$ cat src/rtl/putbits_pkg.sv
// Shared constants and helpers for the MPEG bit writer (putbits) and reader (flushbuffer).
package putbits_pkg;

  localparam int MAX_CODE_BITS = 32;

  typedef logic [5:0] code_len_t;

  function automatic int unsigned roundup8(input int unsigned x);
    return (x + 32'd7) & ~32'd7;
  endfunction

endpackage

$ cat src/rtl/putbits_ins.sv
// Mask-and-shift of a variable-length code into its MSB-aligned slot in the accumulator.
module putbits_ins
  import putbits_pkg::*;
#(
  parameter int ACC_BITS = 64,
  parameter int CW       = 7
) (
  input  logic [31:0]         val,
  input  code_len_t           len,
  input  logic [CW-1:0]       pos,
  output logic [ACC_BITS-1:0] ins
);

  logic [32:0]         mask;
  logic [ACC_BITS-1:0] ext;

  // Left-justify the masked code, then slide it down to the fill point.
  always_comb begin
    mask = (33'd1 << len) - 33'd1;
    ext  = {val & mask[31:0], {(ACC_BITS-MAX_CODE_BITS){1'b0}}};
    ins  = (ext << (6'd32 - len)) >> pos;
  end

endmodule

$ cat src/rtl/putbits.sv
// MPEG bitstream writer: packs 1..32-bit codes MSB first and drains whole bytes.
// Optional PUTBITS_BITCOUNT_EN enables the running bit_total counter.
module putbits
  import putbits_pkg::*;
#(
  parameter int ACC_BITS = 64
) (
  input  logic        clk,
  input  logic        rst,
  input  logic [31:0] val,
  input  logic [5:0]  n,
  input  logic        in_valid,
  output logic        in_ready,
  input  logic        align,
  output logic [7:0]  out_byte,
  output logic        out_valid,
  input  logic        out_ready,
  output logic        empty,
  output logic [31:0] bit_total
);

  localparam int CW = $clog2(ACC_BITS + 1);
  localparam logic [CW-1:0] READY_MAX = CW'(ACC_BITS - MAX_CODE_BITS);

  logic [ACC_BITS-1:0] acc, acc_next, acc_sum, ins;
  logic [CW-1:0]       cnt, cnt_next;
  code_len_t           n_eff;
  logic                code_acc, align_acc, drain;
  int unsigned         fill;

  assign n_eff     = (n > 6'(MAX_CODE_BITS)) ? 6'(MAX_CODE_BITS) : n;
  assign in_ready  = (cnt <= READY_MAX);
  assign out_valid = (cnt >= CW'(8));
  assign out_byte  = acc[ACC_BITS-1 -: 8];
  assign empty     = (cnt == '0);

  putbits_ins #(.ACC_BITS(ACC_BITS), .CW(CW)) u_ins (
    .val (val),
    .len (n_eff),
    .pos (cnt),
    .ins (ins)
  );

  // Insert at the pre-drain fill point; the drained byte is already complete when cnt >= 8.
  // NOTE: every always_comb output gets an unconditional assignment first, so no latch can form.
  always_comb begin
    code_acc  = in_valid & in_ready;
    align_acc = align & in_ready;
    drain     = out_valid & out_ready;
    fill      = 32'(cnt) + (code_acc ? 32'(n_eff) : 32'd0);
    if (align_acc) fill = roundup8(fill);
    acc_sum   = code_acc ? (acc | ins) : acc;
    acc_next  = drain ? (acc_sum << 8) : acc_sum;
    cnt_next  = drain ? CW'(fill - 32'd8) : CW'(fill);
  end

  // NOTE: sequential state uses non-blocking assignments so all registers update together.
  always_ff @(posedge clk or negedge rst) begin
    if (!rst) begin
      acc <= '0;
      cnt <= '0;
    end else begin
      acc <= acc_next;
      cnt <= cnt_next;
    end
  end

`ifdef PUTBITS_BITCOUNT_EN
  logic [31:0] bit_cnt;

  // Code bits plus alignment padding; wraps modulo 2^32.
  always_ff @(posedge clk or negedge rst) begin
    if (!rst) bit_cnt <= '0;
    else      bit_cnt <= bit_cnt + (fill - 32'(cnt));
  end

  assign bit_total = bit_cnt;
`else
  assign bit_total = '0;
`endif

endmodule

$ cat config.mk
export PLATFORM = sky130hd
export DESIGN_NAME = putbits
export DESIGN_NICKNAME = d
export VERILOG_FILES = /design/src/rtl/putbits_pkg.sv /design/src/rtl/putbits_ins.sv /design/src/rtl/putbits.sv
export SDC_FILE = /design/constraint.sdc
export NUM_CORES = 1
export LEC_CHECK = 0
export CAP_MARGIN = 5
export CORE_AREA = 2 2 135 150
export DETAILED_ROUTE_END_ITERATION = 10
export DIE_AREA = 0 0 137 152
export GPL_ROUTABILITY_DRIVEN = 0
export PLACE_DENSITY = 0.75
export SYNTH_ARGS = -nofsm -noshare
export SYNTH_HDL_FRONTEND = slang
export SYNTH_SLANG_ARGS = --single-unit
$ cat constraint.sdc
create_clock -name clk -period 4.6 [get_ports clk]
set_input_delay 1.38 -clock clk [delete_from_list [all_inputs] [get_ports clk]]
set_output_delay 1.38 -clock clk [all_outputs]
set_load 0.05 [all_outputs]
==> report_table.html, run 1 <==
<table>
<tr><th>Metric</th><th>Value</th></tr>
<tr><th colspan="2">Outcome</th></tr>
<tr><td>Status</td><td>did not finish</td></tr>
<tr><td>Last stage</td><td>global routing</td></tr>
<tr><td>Log Error</td><td>[ERROR GRT-0232] Routing congestion too high. Check the congestion heatmap in the GUI.</td></tr>
<tr><th colspan="2">Synth</th></tr>
<tr><td>Most common library cells after synthesis</td><td>nor2_1 (160), nand2_1 (140), a21oi_1 (99)</td></tr>
<tr><td>Most common cell in the synthesized netlist</td><td>nor2_1</td></tr>
<tr><td>Gate count of the mapped netlist</td><td>1,439</td></tr>
<tr><td>Library cell occupying the most area in the post-synthesis netlist</td><td>dfrtp_1</td></tr>
<tr><td>Number of enable-type register cells in the synthesized netlist</td><td>0</td></tr>
<tr><td>Mapped cell area</td><td>between 0.01 and 0.015 mm^2</td></tr>
<tr><td>Fraction of synthesized cell area taken by the top area cell type</td><td>17.0%</td></tr>
<tr><td>Synthesized flop and latch total</td><td>71</td></tr>
<tr><td>Yosys warns</td><td>0</td></tr>
<tr><td>Asr flop ratio synth</td><td>100%</td></tr>
<tr><td>Number of library cell types mapped by synthesis</td><td>~110</td></tr>
<tr><td>Largest cells by area after synthesis</td><td>dfrtp_1 (17%), nor2_1 (5.7%), nand2_1 (5.0%)</td></tr>
<tr><td>Primary FF master, synth</td><td>dfrtp_1</td></tr>
<tr><td>Mean cell area of the mapped netlist</td><td>approximately 7.3 um^2</td></tr>
<tr><td>Share of synthesized area occupied by flip-flops and latches</td><td>17.0%</td></tr>
<tr><th colspan="2">Clock tree</th></tr>
<tr><td>Root buffer cell</td><td>clkbuf_16</td></tr>
<tr><td>Number of buffers added to fix hold violations after cts</td><td>0</td></tr>
<tr><td>Number of H-tree levels</td><td>3</td></tr>
<tr><td>Clock buffers created by TritonCTS</td><td>9</td></tr>
<tr><td>Deepest clock path buffer count</td><td>2</td></tr>
<tr><td>CTS sink count</td><td>71</td></tr>
<tr><th colspan="2">Die</th></tr>
<tr><td>Chip height</td><td>around 150 um</td></tr>
<tr><td>X dimension of the die</td><td>137 um</td></tr>
<tr><td>I/O pin count</td><td>86</td></tr>
<tr><td>Total number of placement rows</td><td>54</td></tr>
<tr><td>Effective utilization at floorplan</td><td>53.7%</td></tr>
<tr><th colspan="2">Timing</th></tr>
<tr><td>Worst endpoint kind after the last repair</td><td>sequential cell input</td></tr>
<tr><td>Worst endpoint after global-route timing repair</td><td>acc[20]$_DFF_PN0_/D</td></tr>
<tr><th colspan="2">Placement</th></tr>
<tr><td>Post-placement cell area</td><td>about 0.014 mm^2</td></tr>
<tr><td>Dpl ws</td><td>-2.40 ns</td></tr>
<tr><td>Number of buffers added on ports</td><td>53</td></tr>
<tr><td>Hpwl dp</td><td>roughly 34,000 um</td></tr>
<tr><th colspan="2">GRT</th></tr>
<tr><td>GR Overflow Total</td><td>112</td></tr>
<tr><td>Pin count of the biggest net entering global routing</td><td>55</td></tr>
<tr><td>Aggregate global-route resource usage</td><td>69.4%</td></tr>
</table>
## through the flow
step	util, %	std cells	hold WS, ns
floorplan	-	1470	0.449
global placement	70.4	2000	0.467
detailed placement	70.4	2000	0.483
CTS	78.0	2041	0.512
## metal layers
layer,global-route usage (%),overflow
met4,70.3,45
met5,19.6,0
met2,84.0,66
met3,55.3,0
met1,69.2,1
## kinds of logic after synthesis
kind of cell / Yosys count / synth area share (%)
AOI/OAI and AO/OA: 545 / 37.7
muxes: 60 / 6.91
buffers and inverters: 172 / 8.36
adders and majority gates: 15 / 1.87
and+or+nand+nor: 557 / 26.6
DFF: 71 / 17.0
other: 1 / 0.0359
xor gates and xnor gates: 18 / 1.51
## timing repair
| action | CTS |
|---|---|
| gates resized for setup | 218 |
| setup endpoints to repair | 64 |
| setup buffers | 28 |
| pin swaps | 64 |
==> run 2: changes to the inputs <==
CORE_AREA = 2 2 165 167   (was 2 2 135 150)
DIE_AREA = 0 0 167 169   (was 0 0 137 152)
PLACE_DENSITY = unset   (was 0.75)
PLACE_DENSITY_LB_ADDON = 0.15   (was unset)
==> run 2 against run 1 <==
The flow now finishes, with violations (negative setup slack). Area after synthesis unchanged. Synthesized cell count unchanged.
==> report_table.html, run 2 <==
<table>
<tr><th>Metric</th><th>Value</th></tr>
<tr><th colspan="2">Route</th></tr>
<tr><td>Detail-routed via count per cell</td><td>between 6 and 7</td></tr>
<tr><td>Remaining number of nets flagged by the antenna check after routing</td><td>0</td></tr>
<tr><td>Routed via count</td><td>between 10,000 and 15,000</td></tr>
<tr><td>Violation count after the first detailed-routing iteration</td><td>1,744</td></tr>
<tr><td>Average wire per cell in the routed design</td><td>roughly 23 um</td></tr>
<tr><td>Number of detailed-route iterations in the first pass</td><td>8</td></tr>
<tr><td>Post-Route WL</td><td>51,200 um</td></tr>
<tr><td>DRC violations left</td><td>0</td></tr>
<tr><th colspan="2">GRT</th></tr>
<tr><td>Global-route track usage on met2</td><td>a little under three fifths</td></tr>
<tr><td>GRT met3 Usage</td><td>4.93%</td></tr>
<tr><td>Number of antenna violations at the first check in global routing</td><td>0</td></tr>
<tr><td>Pin count of the biggest net entering global routing</td><td>72</td></tr>
<tr><td>Wire length of the first global-routing pass</td><td>75,400 um</td></tr>
<tr><td>Global route hottest layer</td><td>met2</td></tr>
<tr><td>Via count of the first global-routing pass</td><td>roughly 14,000</td></tr>
<tr><td>Aggregate global-route resource usage</td><td>roughly a third</td></tr>
<tr><td>GR Overflow Total</td><td>0</td></tr>
<tr><td>Met1 GRT Util</td><td>between 40 and 50%</td></tr>
<tr><th colspan="2">Die</th></tr>
<tr><td>Placeable core region</td><td>roughly 0.027 mm^2</td></tr>
<tr><td>Effective utilization at floorplan</td><td>39.4% (-14 points)</td></tr>
<tr><td>I/O pin count</td><td>86 (unchanged)</td></tr>
<tr><td>Total number of placement rows</td><td>60 (+11%)</td></tr>
<tr><td>Die ar.</td><td>0.0282 mm^2</td></tr>
<tr><td>X dimension of the die</td><td>167 um (+22%)</td></tr>
<tr><td>Chip height</td><td>169 um (+11%)</td></tr>
<tr><th colspan="2">Timing</th></tr>
<tr><td>Final count of hold timing violations</td><td>0</td></tr>
<tr><td>Transition time of the tightest slew-check pin</td><td>0.914 ns</td></tr>
<tr><td>Worst hold slack</td><td>between 0.4 and 0.5 ns</td></tr>
<tr><td>Min setup slack post-route</td><td>-1.28 ns</td></tr>
<tr><td>RSZ-0062 raised after global routing</td><td>yes</td></tr>
<tr><td>Rel. slew slack</td><td>between 30 and 40%</td></tr>
<tr><td>Total count of max-transition violations in the final report</td><td>0</td></tr>
<tr><td>Total of endpoints with negative setup slack in the final report</td><td>64</td></tr>
<tr><td>Final clock period utilization by the worst path</td><td>128%</td></tr>
<tr><td>Tmin final</td><td>slightly below 6 ns</td></tr>
<tr><td>Timing-limited maximum frequency</td><td>170 MHz</td></tr>
<tr><td>Worst clock skew on the final layout</td><td>0.00718 ns</td></tr>
<tr><th colspan="2">Clock tree</th></tr>
<tr><td>Clock tree from TritonCTS</td><td>built</td></tr>
<tr><td>Clock buffers created by TritonCTS</td><td>9 (unchanged)</td></tr>
<tr><td>Deepest clock path buffer count</td><td>2 (unchanged)</td></tr>
<tr><td>Later-pin clock latency in the skew report</td><td>around 0.35 ns</td></tr>
<tr><td>CTS sink count</td><td>71 (unchanged)</td></tr>
<tr><td>Number of buffers added to fix hold violations after cts</td><td>0 (unchanged)</td></tr>
<tr><td>Clock transition at path regs</td><td>approximately 0.060 ns</td></tr>
<tr><td>Number of H-tree levels</td><td>3 (unchanged)</td></tr>
<tr><td>Root buffer cell</td><td>clkbuf_16</td></tr>
<tr><th colspan="2">Setup path</th></tr>
<tr><td>R2r endpoint</td><td>cnt[5]</td></tr>
<tr><td>Endpoint arrival time on the critical path</td><td>between 6 and 7 ns</td></tr>
<tr><td>Biggest fanout along the worst timing path</td><td>8</td></tr>
<tr><td>Type of element capturing the critical path</td><td>flip-flop</td></tr>
<tr><td>Cell occurring most often along the worst timing path</td><td>ha_4</td></tr>
<tr><td>Required arrival time at the worst endpoint</td><td>about 4.8 ns</td></tr>
<tr><td>Critical path's largest stage delay</td><td>approximately 0.52 ns</td></tr>
<tr><td>Worst setup path class</td><td>input pin to flip-flop</td></tr>
<tr><td>Critical path, cell by cell</td><td>buf_6 -&gt; nor2b_4 -&gt; inv_4 -&gt; ha_4 -&gt; ha_4 -&gt; or4b_4 -&gt; ha_4 -&gt; nand2b_4 -&gt; a21oi_4 -&gt; o211a_4 -&gt; a41o_4 -&gt; buf_4 -&gt; a2bb2oi_4 -&gt; o22ai_4 -&gt; o31ai_4 -&gt; or3_1 -&gt; o211ai_1 -&gt; buf_4 -&gt; mux4_2 -&gt; a221o_1 -&gt; mux2_2</td></tr>
<tr><td>Cell at the slowest stage of the critical path</td><td>mux4_2</td></tr>
<tr><td>Crit. path cell count</td><td>21</td></tr>
<tr><td>Origin of the critical flop-to-flop path</td><td>cnt[0]</td></tr>
<tr><td>Worst-case register-to-register setup slack</td><td>around 0.78 ns</td></tr>
<tr><td>Depth of the worst register-to-register path</td><td>15</td></tr>
<tr><td>CP top delay family</td><td>compound AO/OA/AOI/OAI gates</td></tr>
<tr><td>CP Launch Type</td><td>input pin</td></tr>
<tr><td>WP buf/inv</td><td>4</td></tr>
<tr><th colspan="2">Cells and area</th></tr>
<tr><td>Commonest non-fill, non-tap cell in the layout</td><td>buf_4</td></tr>
<tr><td>Total of fill cells in the finished design</td><td>~2,100</td></tr>
<tr><td>Register containing the most flip-flops in the final layout</td><td>acc</td></tr>
<tr><td>Max FFs per register</td><td>between 60 and 70</td></tr>
<tr><td>Relative area change from synthesis to final layout</td><td>65.3%</td></tr>
<tr><td>End-of-flow core utilization</td><td>around 65%</td></tr>
<tr><td>Design Area, Final</td><td>0.0173 mm^2</td></tr>
<tr><td>Leading registers by flop count</td><td>acc x64, cnt x7</td></tr>
<tr><td>Antenna Cells</td><td>0</td></tr>
<tr><td>Proportion of layout cells with a drive suffix above 1</td><td>roughly 47%</td></tr>
<tr><td>Top library cells by usage in the layout, fill and taps aside</td><td>buf_4 (426), nor2_1 (148), nand2_1 (130)</td></tr>
<tr><td>Number of nets in the finished design</td><td>roughly 1,900</td></tr>
<tr><td>Finished Layout Cells</td><td>2,208</td></tr>
<tr><th colspan="2">Placement</th></tr>
<tr><td>Hpwl dp</td><td>37,500 um (+9.1%)</td></tr>
<tr><td>Post-placement cell area</td><td>0.0141 mm^2 (+3.2%)</td></tr>
<tr><td>Cells after DPL</td><td>2,128 (+6.4%)</td></tr>
<tr><td>Number of buffers added on ports</td><td>53 (unchanged)</td></tr>
<tr><th colspan="2">Synth</th></tr>
<tr><td>Number of enable-type register cells in the synthesized netlist</td><td>0 (unchanged)</td></tr>
<tr><td>Most common library cells after synthesis</td><td>nor2_1 (160), nand2_1 (140), a21oi_1 (99)</td></tr>
<tr><td>Fraction of synthesized cell area taken by the top area cell type</td><td>17.0% (unchanged)</td></tr>
<tr><td>Number of library cell types mapped by synthesis</td><td>113 (unchanged)</td></tr>
<tr><td>Mean cell area of the mapped netlist</td><td>7.26 um^2 (unchanged)</td></tr>
<tr><td>Library cell occupying the most area in the post-synthesis netlist</td><td>dfrtp_1</td></tr>
<tr><td>Mapped cell area</td><td>0.0105 mm^2 (unchanged)</td></tr>
<tr><td>Yosys warns</td><td>0 (unchanged)</td></tr>
<tr><td>Gate count of the mapped netlist</td><td>1,439 (unchanged)</td></tr>
<tr><td>Asr flop ratio synth</td><td>100% (unchanged)</td></tr>
<tr><td>Largest cells by area after synthesis</td><td>dfrtp_1 (17%), nor2_1 (5.7%), nand2_1 (5.0%)</td></tr>
<tr><td>Synthesized flop and latch total</td><td>71 (unchanged)</td></tr>
<tr><td>Most common cell in the synthesized netlist</td><td>nor2_1</td></tr>
<tr><td>Primary FF master, synth</td><td>dfrtp_1</td></tr>
<tr><td>Share of synthesized area occupied by flip-flops and latches</td><td>17.0% (unchanged)</td></tr>
<tr><th colspan="2">Min path</th></tr>
<tr><td>Terminating pin of the worst hold path</td><td>acc[7]</td></tr>
<tr><td>Worst Hold Launch</td><td>acc[7]</td></tr>
<tr><td>Hold Crit Depth</td><td>1</td></tr>
<tr><td>Hold Crit Class</td><td>flip-flop to flip-flop</td></tr>
<tr><th colspan="2">Power and ir drop</th></tr>
<tr><td>Maximum VDD drop</td><td>0.000463 V</td></tr>
<tr><td>Final total power</td><td>between 8 and 9 mW</td></tr>
<tr><td>Power Dens Cells</td><td>between 400 and 500 mW/mm^2</td></tr>
<tr><td>P_leak</td><td>7.02 nW</td></tr>
<tr><th colspan="2">Outcome</th></tr>
<tr><td>Status</td><td>finished with violations</td></tr>
<tr><td>Violations in the final reports</td><td>negative setup slack</td></tr>
<tr><th colspan="2">Job</th></tr>
<tr><td>Number of max-capacitance violations reported</td><td>0</td></tr>
</table>
[run 2: cell counts after synthesis]
No cell type changed its count.
[run 2: worst max-delay path by stage]
| stage | slack [ns] | start | endpoint |
|---|---|---|---|
| 2_1_floorplan | -2.18 | n[0] | acc[30] |
| 3_3_place_gp | -2.20 | n[0] | acc[31] |
| 3_5_place_dp | -2.31 | n[0] | acc[31] |
| 4_1_cts | -1.12 | n[1] | acc[31] |
| 5_1_grt | -1.37 | n[0] | acc[39] |
| 6_report | -1.28 | n[1] | acc[26] |
[run 2: metal layers]
metal  vias to the layer above  routed length [um]
li1                       6325                   -
met1                      6784               20100
met2                       896               23600
met3                       281                4020
met4                         0                3500
met5                         -                   0
[run 2: stage by stage]
stage / setup TNS (ns) / worst slack, ns
3_3_place_gp: -131.79 / -2.20
3_5_place_dp: -134.16 / -2.31
6_report: -67.57 / -1.28
2_1_floorplan: -115.24 / -2.18
5_1_grt: -74.57 / -1.37
4_1_cts: -61.18 / -1.12
[run 2: repair_timing]
item	CTS	global route
setup endpoints to repair	64	64
gates resized for setup	228	241
pin swaps	67	128
buffers inserted	34	38
[run 2: cell families (layout without fill, tap and decap cells)]
kind of cell    after synthesis  count (layout)  share of synthesized area, %
other cells                   1              32                        0.0359
flops                        71              71                          17.0
buf+inv                     172             569                          8.36
mux                          60              60                          6.91
fa+ha+maj                    15              15                          1.87
compound gates              545             545                          37.7
xor+xnor                     18              18                          1.51
simple gates                557             557                          26.6
[run 2: where the power goes]
part / internal, mW / total, mW / switching, mW
sequential: 0.899 / 1.05 / 0.151
combinational: 2.81 / 6.53 / 3.73
clock: 0.366 / 0.658 / 0.293
total: 4.07 / 8.24 / 4.17
[run 2: area by class of cell]
type	count	area (um^2)	share of cell area, %
clock buffer	9	225	1.30
clock inverter	7	47.5	0.275
inverter	22	87.6	0.507
multi-input combinational	1227	10300	59.6
sequential	71	1780	10.3
tap	341	427	2.47
timing repair buffer	531	4410	25.5
[run 2: worst register-to-register path, stage by stage, from the launching register on]
cell and delay, ns:
dfrtp_1 0.37, inv_1 0.05, buf_4 0.39, nand4_1 0.15, a21oi_1 0.52, nand2_1 0.27, nor2_1 0.24, ha_1 0.27
a21o_1 0.16, a21oi_1 0.22, xnor2_1 0.16, nor2b_1 0.25, xnor2_1 0.19, ha_1 0.19, nand2_1 0.06, xnor2_1 0.22
Note: power is estimated with default switching activity, not from simulation.
